[src/rtl/fetch_unit_pkg.sv]
// Shared CPU fetch definitions: FSM state encodings and next-PC select codes.
// Latency: n/a (types and constants only).
// Backpressure: n/a.
package fetch_unit_pkg;

  // Fetch FSM: IDLE waits for a free IF/ID slot, BUSY owns a live request,
  // DROP waits out a request whose data must be thrown away.
  typedef enum logic [1:0] {
    ST_IDLE = 2'b00,
    ST_BUSY = 2'b01,
    ST_DROP = 2'b10
  } fetch_state_e;

  // Next-PC select codes; code 2'b11 also selects the jump target (bit 1 dominates).
  typedef enum logic [1:0] {
    PC_PLUS4  = 2'b00,
    PC_BRANCH = 2'b01,
    PC_JUMP   = 2'b10
  } pcsrc_e;

  localparam int INSTR_BYTES = 4;

endpackage

[src/rtl/fetch_unit_if.sv]
// Instruction memory request/response bus between fetch and imem.
// Latency: request held until imem_ready; data valid in the imem_ready cycle.
// Backpressure: memory stalls the fetch by holding imem_ready low.
interface fetch_unit_if #(
  parameter int WIDTH = 32
);
  logic             imem_req;
  logic [WIDTH-1:0] imem_addr;
  logic             imem_ready;
  logic [WIDTH-1:0] imem_rdata;

  modport master (
    output imem_req,
    output imem_addr,
    input  imem_ready,
    input  imem_rdata
  );

  modport slave (
    input  imem_req,
    input  imem_addr,
    output imem_ready,
    output imem_rdata
  );
endinterface

[src/rtl/fetch_unit_mux3.sv]
// Width-parameterised 3-input mux for next-PC selection.
// Latency: combinational.
// Backpressure: none.
module fetch_unit_mux3
  import fetch_unit_pkg::*;
#(
  parameter int WIDTH = 32
) (
  input  logic [WIDTH-1:0] d0,
  input  logic [WIDTH-1:0] d1,
  input  logic [WIDTH-1:0] d2,
  input  logic [1:0]       sel,
  output logic [WIDTH-1:0] y
);

  // Select bit 1 dominates so both 10 and 11 pick d2.
  always_comb begin
    y = d0;
    if (sel[1]) begin
      y = d2;
    end else if (sel == PC_BRANCH) begin
      y = d1;
    end
  end

endmodule

[src/rtl/fetch_unit.sv]
// Instruction fetch: PC register, single outstanding imem request, IF/ID register.
// Latency: IF/ID valid (memory wait cycles + 1) after a request starts; 1 instr/cycle at zero wait.
// Backpressure: stall holds IF/ID; a word returning into an occupied stalled slot is refetched later.
module fetch_unit
  import fetch_unit_pkg::*;
#(
  parameter int               WIDTH    = 32,
  parameter logic [WIDTH-1:0] RESET_PC = '0
) (
  input  logic              clk,
  input  logic              rst_n,
  input  logic              stall,
  input  logic [1:0]        pcsrc,
  input  logic [WIDTH-1:0]  branch_target,
  input  logic [WIDTH-1:0]  jump_target,
  fetch_unit_if.master      imem,
  output logic              if_valid,
  output logic [WIDTH-1:0]  if_pc,
  output logic [WIDTH-1:0]  if_pc_plus4,
  output logic [WIDTH-1:0]  if_instr
);

  fetch_state_e     state_q, state_d;
  logic [WIDTH-1:0] pc_q, pc_d;
  logic [WIDTH-1:0] inflight_q, inflight_d;
  logic             if_valid_q, if_valid_d;
  logic [WIDTH-1:0] if_pc_q, if_pc_d;
  logic [WIDTH-1:0] if_pc_plus4_q, if_pc_plus4_d;
  logic [WIDTH-1:0] if_instr_q, if_instr_d;

  logic             redirect;
  logic             slot_free;
  logic             capture;
  logic             load_addr;
  logic [WIDTH-1:0] addr_plus4;
  logic [WIDTH-1:0] next_pc;

  assign redirect   = (pcsrc != PC_PLUS4);
  assign slot_free  = !if_valid_q || !stall;
  assign addr_plus4 = inflight_q + WIDTH'(INSTR_BYTES);

  // The in-flight address equals PC whenever no redirect has intervened,
  // so the sequential path through the mux is the in-flight address + 4.
  fetch_unit_mux3 #(.WIDTH(WIDTH)) u_next_pc_mux (
    .d0  (addr_plus4),
    .d1  (branch_target),
    .d2  (jump_target),
    .sel (pcsrc),
    .y   (next_pc)
  );

  // Next-state, PC and IF/ID update; redirect overrides capture and consumption.
  always_comb begin
    state_d       = state_q;
    pc_d          = pc_q;
    inflight_d    = inflight_q;
    if_valid_d    = if_valid_q;
    if_pc_d       = if_pc_q;
    if_pc_plus4_d = if_pc_plus4_q;
    if_instr_d    = if_instr_q;
    capture       = 1'b0;
    load_addr     = 1'b0;

    if (if_valid_q && !stall) begin
      if_valid_d = 1'b0;
    end

    case (state_q)
      ST_IDLE: begin
        if (slot_free) begin
          state_d   = ST_BUSY;
          load_addr = 1'b1;
        end
      end
      ST_BUSY: begin
        if (redirect) begin
          if (imem.imem_ready) begin
            load_addr = 1'b1;
          end else begin
            state_d = ST_DROP;
          end
        end else if (imem.imem_ready) begin
          if (slot_free) begin
            capture   = 1'b1;
            load_addr = !stall;
            state_d   = stall ? ST_IDLE : ST_BUSY;
          end else begin
            // Slot still held by a stalled instruction: drop the word, PC
            // still points at it, so it is fetched again once decode frees up.
            state_d = ST_IDLE;
          end
        end
      end
      ST_DROP: begin
        if (imem.imem_ready) begin
          state_d   = ST_BUSY;
          load_addr = 1'b1;
        end
      end
      default: state_d = ST_IDLE;
    endcase

    if (capture) begin
      if_valid_d    = 1'b1;
      if_pc_d       = inflight_q;
      if_pc_plus4_d = addr_plus4;
      if_instr_d    = imem.imem_rdata;
    end

    if (redirect || capture) begin
      pc_d = next_pc;
    end

    if (redirect) begin
      if_valid_d = 1'b0;
    end

    if (load_addr) begin
      inflight_d = pc_d;
    end
  end

  // State, PC, in-flight address and IF/ID registers.
  always_ff @(posedge clk or negedge rst_n) begin
    if (!rst_n) begin
      state_q       <= ST_IDLE;
      pc_q          <= RESET_PC;
      inflight_q    <= '0;
      if_valid_q    <= 1'b0;
      if_pc_q       <= '0;
      if_pc_plus4_q <= '0;
      if_instr_q    <= '0;
    end else begin
      state_q       <= state_d;
      pc_q          <= pc_d;
      inflight_q    <= inflight_d;
      if_valid_q    <= if_valid_d;
      if_pc_q       <= if_pc_d;
      if_pc_plus4_q <= if_pc_plus4_d;
      if_instr_q    <= if_instr_d;
    end
  end

  assign imem.imem_req  = (state_q != ST_IDLE);
  assign imem.imem_addr = inflight_q;

  assign if_valid    = if_valid_q;
  assign if_pc       = if_pc_q;
  assign if_pc_plus4 = if_pc_plus4_q;
  assign if_instr    = if_instr_q;

endmodule

[src/flat_wrapper.sv]
// flat-port wrapper written by rule: the top's interface ports become plain ports
module fetch_unit_flat import fetch_unit_pkg::*;
#(
  parameter int               WIDTH    = 32,
  parameter logic [WIDTH-1:0] RESET_PC = '0
)
  (clk, rst_n, stall, pcsrc, branch_target, jump_target, if_valid, if_pc, if_pc_plus4, if_instr, imem_imem_req, imem_imem_addr, imem_imem_ready, imem_imem_rdata);
  fetch_unit_if #(.WIDTH(WIDTH)) imem_i ();
  input  logic clk;
  input  logic rst_n;
  input  logic stall;
  input  logic [1:0] pcsrc;
  input  logic [WIDTH-1:0] branch_target;
  input  logic [WIDTH-1:0] jump_target;
  output logic if_valid;
  output logic [WIDTH-1:0] if_pc;
  output logic [WIDTH-1:0] if_pc_plus4;
  output logic [WIDTH-1:0] if_instr;
  output wire logic [$bits(imem_i.imem_req)-1:0] imem_imem_req;
  output wire logic [$bits(imem_i.imem_addr)-1:0] imem_imem_addr;
  input wire logic [$bits(imem_i.imem_ready)-1:0] imem_imem_ready;
  input wire logic [$bits(imem_i.imem_rdata)-1:0] imem_imem_rdata;
  assign imem_imem_req = imem_i.imem_req;
  assign imem_imem_addr = imem_i.imem_addr;
  assign imem_i.imem_ready = imem_imem_ready;
  assign imem_i.imem_rdata = imem_imem_rdata;
  fetch_unit #(.WIDTH(WIDTH), .RESET_PC(RESET_PC)) u_core (.clk(clk), .rst_n(rst_n), .stall(stall), .pcsrc(pcsrc), .branch_target(branch_target), .jump_target(jump_target), .imem(imem_i), .if_valid(if_valid), .if_pc(if_pc), .if_pc_plus4(if_pc_plus4), .if_instr(if_instr));
endmodule
[config.mk]
export PLATFORM = sky130hd
export DESIGN_NAME = fetch_unit_flat
export DESIGN_NICKNAME = d
export VERILOG_FILES = /design/src/rtl/fetch_unit_pkg.sv /design/src/rtl/fetch_unit_if.sv /design/src/rtl/fetch_unit_mux3.sv /design/src/rtl/fetch_unit.sv /design/src/flat_wrapper.sv
export SDC_FILE = /design/constraint.sdc
export NUM_CORES = 1
export LEC_CHECK = 0
export CORE_ASPECT_RATIO = 1.75
export CORE_MARGIN = 2
export CORE_UTILIZATION = 43
export DETAILED_ROUTE_END_ITERATION = 10
export GPL_ROUTABILITY_DRIVEN = 0
export PLACE_DENSITY = 0.78
export REMOVE_ABC_BUFFERS = 1
export SLEW_MARGIN = 25
export SYNTH_ARGS = -nofsm -noshare
export SYNTH_HDL_FRONTEND = slang
export SYNTH_SLANG_ARGS = --single-unit
[constraint.sdc]
create_clock -name clk -period 1.9 [get_ports clk]
set_clock_uncertainty 0.05 [all_clocks]
set_input_delay 0.285 -clock clk [delete_from_list [all_inputs] [get_ports clk]]
set_output_delay 0.285 -clock clk [all_outputs]
set_load 0.01 [all_outputs]
Yosys cells after proc, flatten, opt, wreduce, memory -nomap -nowiden --
Index checks and enable logic that the tools add are counted. Widths: inputs -> output; s select.
Word-level totals: input port bits 102, register bits after elaboration 163, output and inout bits 130, logic and storage cells 48
Cells by class: equal/unequal tests 7, add/subtract/negate cells 1, reductions and logical operators 10, multiplexer cells 23
Operators with widths (count):
- $mux 32 | 3
- $add 32x3->32 const B | 1
- $mux 1 | 12
- $mux 2 | 6
- $pmux 2 s3 | 1
- $eq 2x1->1 const B | 2
- $reduce_and 4->1 | 1
- $reduce_bool 2->1 | 2
- $ne 3x2->1 const B | 1
- $ne 3x3->1 const B | 1
- $pmux 1 s3 | 1
- $reduce_bool 3->1 | 1
- $eq 2x2->1 const B | 1
- $logic_not 1->1 | 2
- $logic_not 2->1 | 1
- $logic_or 1x1->1 | 2
- $ne 2x1->1 const B | 1
- $ne 2x2->1 const B | 1
- $logic_and 1x1->1 | 1

Longest topological paths before layout --
depth after elaboration 8, gate-level depth with buffers 9, mapped depth without buffers 6

Modules after synthesis --
A second synthesis with hierarchy kept.
Second synthesis, totals: cell total of the unflattened synthesis 751, area total of the unflattened synthesis 7513.5 um2
Modules (own cells, without submodules):
- fetch_unit | cells each 644, instances 1, area each 6799.0 um2
- fetch_unit_mux3 | cells each 107, instances 1, area each 714.4 um2

Worst setup path before layout --
Ideal clock, no wire load.
path kind reg-to-reg, start register u_core.inflight_q[15] (netlist: u_core.imem.imem_addr[15]), end register u_core.inflight_q[22] (netlist: u_core.imem.imem_addr[22]), setup time 82 ps, path slack -238 ps, cell stages (with the launch flop) 7, data arrival time 2006 ps, buffers on the path 1, clock period less this slack 2138 ps, data required time 1768 ps, path through dfrtp_1 -> nand3_4 -> or3_1 -> buf_6 -> or4_1 -> a31o_1 -> a31oi_1
On the way: word-level cells in the longest chain between the ends 4
Ends and longest elaborated chain:
- from (decl) | line fetch_unit.sv:25 | logic [WIDTH-1:0] inflight_q, inflight_d;
- from (signal assigned) | line fetch_unit.sv:136 | inflight_q <= inflight_d;
- $add 32x3->32 | line fetch_unit.sv:40 | assign addr_plus4 = inflight_q + WIDTH'(INSTR_BYTES);
- $mux 32 | line fetch_unit_mux3.sv:21 | end else if (sel == PC_BRANCH) begin
- $mux 32 | line fetch_unit_mux3.sv:19 | if (sel[1]) begin
- $mux 32 | line fetch_unit.sv:110 | if (redirect || capture) begin
No other way between the ends. A chain may end at the register's enable or synchronous reset.

Worst setup path after layout --
start register u_core.inflight_q[11] (netlist: u_core.imem.imem_addr[11]), end register u_core.pc_q[25]
On the way: word-level cells in the longest chain between the ends 4
Ends and longest elaborated chain:
- $add 32x3->32 | line fetch_unit.sv:40
- $mux 32 | line fetch_unit_mux3.sv:21
- $mux 32 | line fetch_unit_mux3.sv:19
- $mux 32 | line fetch_unit.sv:110
- via u_core.pc_d[25] | line fetch_unit.sv:24 | logic [WIDTH-1:0] pc_q, pc_d;
- to (signal assigned) | line fetch_unit.sv:135 | pc_q <= pc_d;
- to (decl) | line fetch_unit.sv:24
The timed path passes the listed nets, and every way through them passes these cells.

==> impl_metrics.py <==
metrics = {
    "layout": {
        "n_fill_cell": 1201,
        "ff_latch_area_um2": 4030,
        "multi_input_area_um2": 3640,
        "final_cell_count_no_fill": 1415,
        "drive_above_1_share_pct": 24.1,
        "area_delta_synth_final_pct": 63.7,
        "final_nets": 1277,
    },
    "worst_setup_path": {
        "end_kind": "flop",
        "reg2reg_depth": 7,
        "cp_max_fo": 15,
        "crit_start": "u_core.imem.imem_addr[11]$_DFFE_PN0P_",
        "ff2ff_setup_slack_ns": -0.06,
        "worstSetupStartpointType": "flop",
        "crit_type": "flop to flop",
        "endpoint": "u_core.pc_q[25]$_DFF_PN0_",
        "cp.required_ns": 2.17,
        "arrival_ns": 2.23,
        "reg2reg_from": "u_core.imem.imem_addr[11]$_DFFE_PN0P_",
        "reg2reg_to": "u_core.pc_q[25]$_DFF_PN0_",
    },
    "power_and_ir_drop": {
        "power.leakage_nw": 5.66,
        "total_power_w": 0.0171,
        "irDropWorstVdd_mv": 0.747,
        "power.density_nw_per_um2": 1390,
    },
    "synth": {
        "synth_xor_xnor_area_share_pct": 2.22,
        "synthTopCellsByArea": "dfrtp_1 (54%), nand2_1 (12%), o21ai_0 (3.7%)",
        "synth-edff-count": 0,
        "synth_ff_type": "dfrtp_1",
        "synth_seq_area_share_pct": 53.7,
        "synthSimpleGateAreaFrac_pct": 21.6,
        "synthMuxAreaShare_pct": 2.07,
        "synth_compound_gate_area_share_pct": 16.5,
        "syn_area_um2": 7500,
        "syn_area_per_cell_um2": 9.20,
        "yosys.area.top_type_share_pct": 53.7,
        "ys_types": 60,
        "yosys_register_bits": 161,
        "ys_warn_count": 0,
        "synth_top_family_by_area": "simple AND/OR/NAND/NOR gates",
        "netlist_instances": 816,
        "synth_top_cell_by_area": "dfrtp_1",
        "async_reset_ff_share_pct": 100,
        "synth_adder_area_share_pct": 0.167,
    },
    "clocking": {
        "h-tree-depth": 4,
        "cts_buffer_depth": 2,
        "numCtsBuffers": 17,
        "clock_latency_ns": 0.44,
        "cts-root-buf": "clkbuf_16",
        "clk_pin_slew_ns": 0.07,
        "clock_sinks": 161,
        "cts_tree": "built",
    },
    "min_path": {
        "min_path_type": "primary input to flop",
    },
    "die": {
        "core_um2": 17000,
        "num_rows": 63,
        "die_area_um2": 18600,
        "ios": 232,
        "die_h_um": 179,
        "initial_core_util_pct": 44.1,
        "fp.dieW_um": 104,
    },
    "timing": {
        "period_needed_ns": 1.96,
        "max_slew.worst_pin.slew_ns": 0.557,
        "setup_viol_count_final": 10,
        "hold_viol": 0,
        "finalWorstSetupSlack_ns": -0.0645,
        "min_period_over_period_pct": 103,
        "maxSlewHeadroom_pct": 62.8,
        "rsz0062_at_grt": "yes",
        "maxSlewViolCount": 0,
        "max_freq_ghz": 0.509,
    },
    "drt": {
        "drt-pass1-iter-count": 5,
        "num_vias": 7828,
        "vias_per_cell": 5.53,
        "ant_nets": 0,
        "finalWirelength_mm": 27.0,
        "avgRoutedWirePerCell_um": 19.1,
        "initialDrtViolationCount": 519,
        "post-route-drc-count": 0,
    },
    "grt": {
        "antenna_found_initial": 1,
        "grt_usage_pct": 27.8,
        "grt_pass1_vias": 7809,
        "grt_overflow": 0,
        "grt_max_degree": 56,
        "grt_pass1_wl_mm": 40.4,
    },
    "place": {
        "hpwl_mm": 18.9,
        "port_buffers": 231,
        "placed_cells": 1367,
    },
    "status": {
        "status": "complete, but fails checks",
        "failed_checks": "setup timing",
    },
    "flow_run": {
        "maxCapViolCount": 0,
    },
}
==> per-stage QoR <==
stage	area, µm²	setup TNS [ns]	utilization [%]	setup WS (ns)	hold slack [ns]
finish	12300	-0.312	72.2	-0.0645	0.326
CTS	11900	-0.345	69.9	-0.0613	0.322
floorplan	7260	-442.25	-	-4.63	-0.0606
detailed placement	11100	-48.23	65.1	-0.578	0.237
global placement	11100	-42.96	65.1	-0.518	0.230
global route	12300	-1.33	72.2	-0.119	0.328
==> per-layer routing <==
metal	track usage (%)	up-vias	part of all wire [%]
li1	-	3547	-
met1	30.3	3792	37
met2	50.8	378	52
met3	4.73	111	5.4
met4	16.1	0	5.9
met5	0	-	0
==> cell usage in the layout, fill, tap and decap left out, drive strengths merged, types with 4 or more instances in the layout <==
cell type,n
clkbuf,19
xor2,6
nor3,6
and4,5
inv,14
a21oi,29
mux2,12
nand2b,4
dlygate4sd2,7
nor2,45
buf,168
clkinv,5
o22a,7
a21boi,4
nor4,14
nor2b,8
and3,8
clkdlybuf4s50,218
a31oi,19
a22o,14
o31ai,6
a311o,6
nand3,15
a22oi,12
o31a,4
o21ai,56
xnor2,13
o21a,5
dfrtp,161
a211oi,5
nand2,244
nand4,5
==> worst max-delay path: stages, from the launching register on <==
cell and delay (ns):
dfrtp_1 0.39, and4_4 0.28, nand4_4 0.12, buf_12 0.18, nor4_4 0.32, buf_4 0.19
mux2i_4 0.23, nand2b_1 0.08
==> what timing repair did <==
action                     in CTS  in global routing
setup endpoints to repair      52                 63
hold buffers                    1                  0
pin swaps                       7                 19
hold endpoints to repair       48                  0
gates cloned                    0                  0
setup buffers                   3                 11
resized for setup              52                 71
==> cell usage after synthesis, types with 3 or more instances <==
| cell type | number |
|---|---|
| a211oi_1 | 5 |
| a21boi_0 | 3 |
| a21oi_1 | 29 |
| a22o_1 | 14 |
| a22oi_1 | 12 |
| a311o_1 | 6 |
| a31oi_1 | 19 |
| and2_1 | 3 |
| and3_1 | 8 |
| and4_1 | 5 |
| buf_1 | 8 |
| buf_2 | 5 |
| buf_4 | 4 |
| clkbuf_1 | 40 |
| dfrtp_1 | 161 |
| inv_1 | 10 |
| mux2_2 | 12 |
| nand2_1 | 244 |
| nand2b_1 | 4 |
| nand3_1 | 14 |
| nand4_1 | 4 |
| nor2_1 | 45 |
| nor2b_1 | 8 |
| nor3_1 | 6 |
| nor4_1 | 8 |
| nor4_2 | 6 |
| o21a_1 | 5 |
| o21ai_0 | 55 |
| o22a_1 | 7 |
| o2bb2ai_1 | 3 |
| o31a_1 | 4 |
| o31ai_1 | 6 |
| or2_2 | 3 |
| xnor2_1 | 13 |
| xor2_1 | 6 |
==> sequential cells by signal, summed over array words and instances, names as in the netlist <==
signal,cells
u_core.if_pc,30
u_core.if_instr,32
u_core.state_q,2
u_core.imem.imem_addr,32
u_core.pc_q,32
u_core.if_pc_plus4,32
u_core.if_valid,1
==> power breakdown <==
part	internal, W	switching, W	leakage [nW]
Combinational	0.00420	0.00360	3.40
Sequential	0.00479	0.000944	1.97
Clock	0.00200	0.00153	0.286
==> cells by family after synthesis <==
logic type | Yosys count
buf+inv | 68
flops | 161
simple gates | 366
xor+xnor | 19
mux | 14
fa+ha+maj | 1
compound gates | 187
==> worst min-delay path by stage <==
stage                     slack [ns]                 from  cells past startpoint                           endpoint
after floorplan                -0.06                rst_n                      0     u_core.if_instr[0]$_DFFE_PN0P_
after global placement          0.23                rst_n                      1        u_core.if_pc[3]$_DFFE_PN0P_
after detailed placement        0.24                rst_n                      1  u_core.if_pc_plus4[0]$_DFFE_PN0P_
after CTS                       0.32   imem_imem_rdata[4]                      3     u_core.if_instr[4]$_DFFE_PN0P_
after global routing            0.33  imem_imem_rdata[12]                      3    u_core.if_instr[12]$_DFFE_PN0P_
final                           0.33   imem_imem_rdata[4]                      3     u_core.if_instr[4]$_DFFE_PN0P_
==> layout make-up <==
cell class / instances / share of cell area (%)
antenna: 1 / 0.0204
clock inverter: 13 / 1.24
sequential: 161 / 32.8
timing repair buffer: 397 / 30.0
multi-input combinational: 587 / 29.7
inverter: 10 / 0.305
clock buffer: 19 / 3.60
tap: 227 / 2.31
No activity file was read; power rests on OpenSTA's default activity.
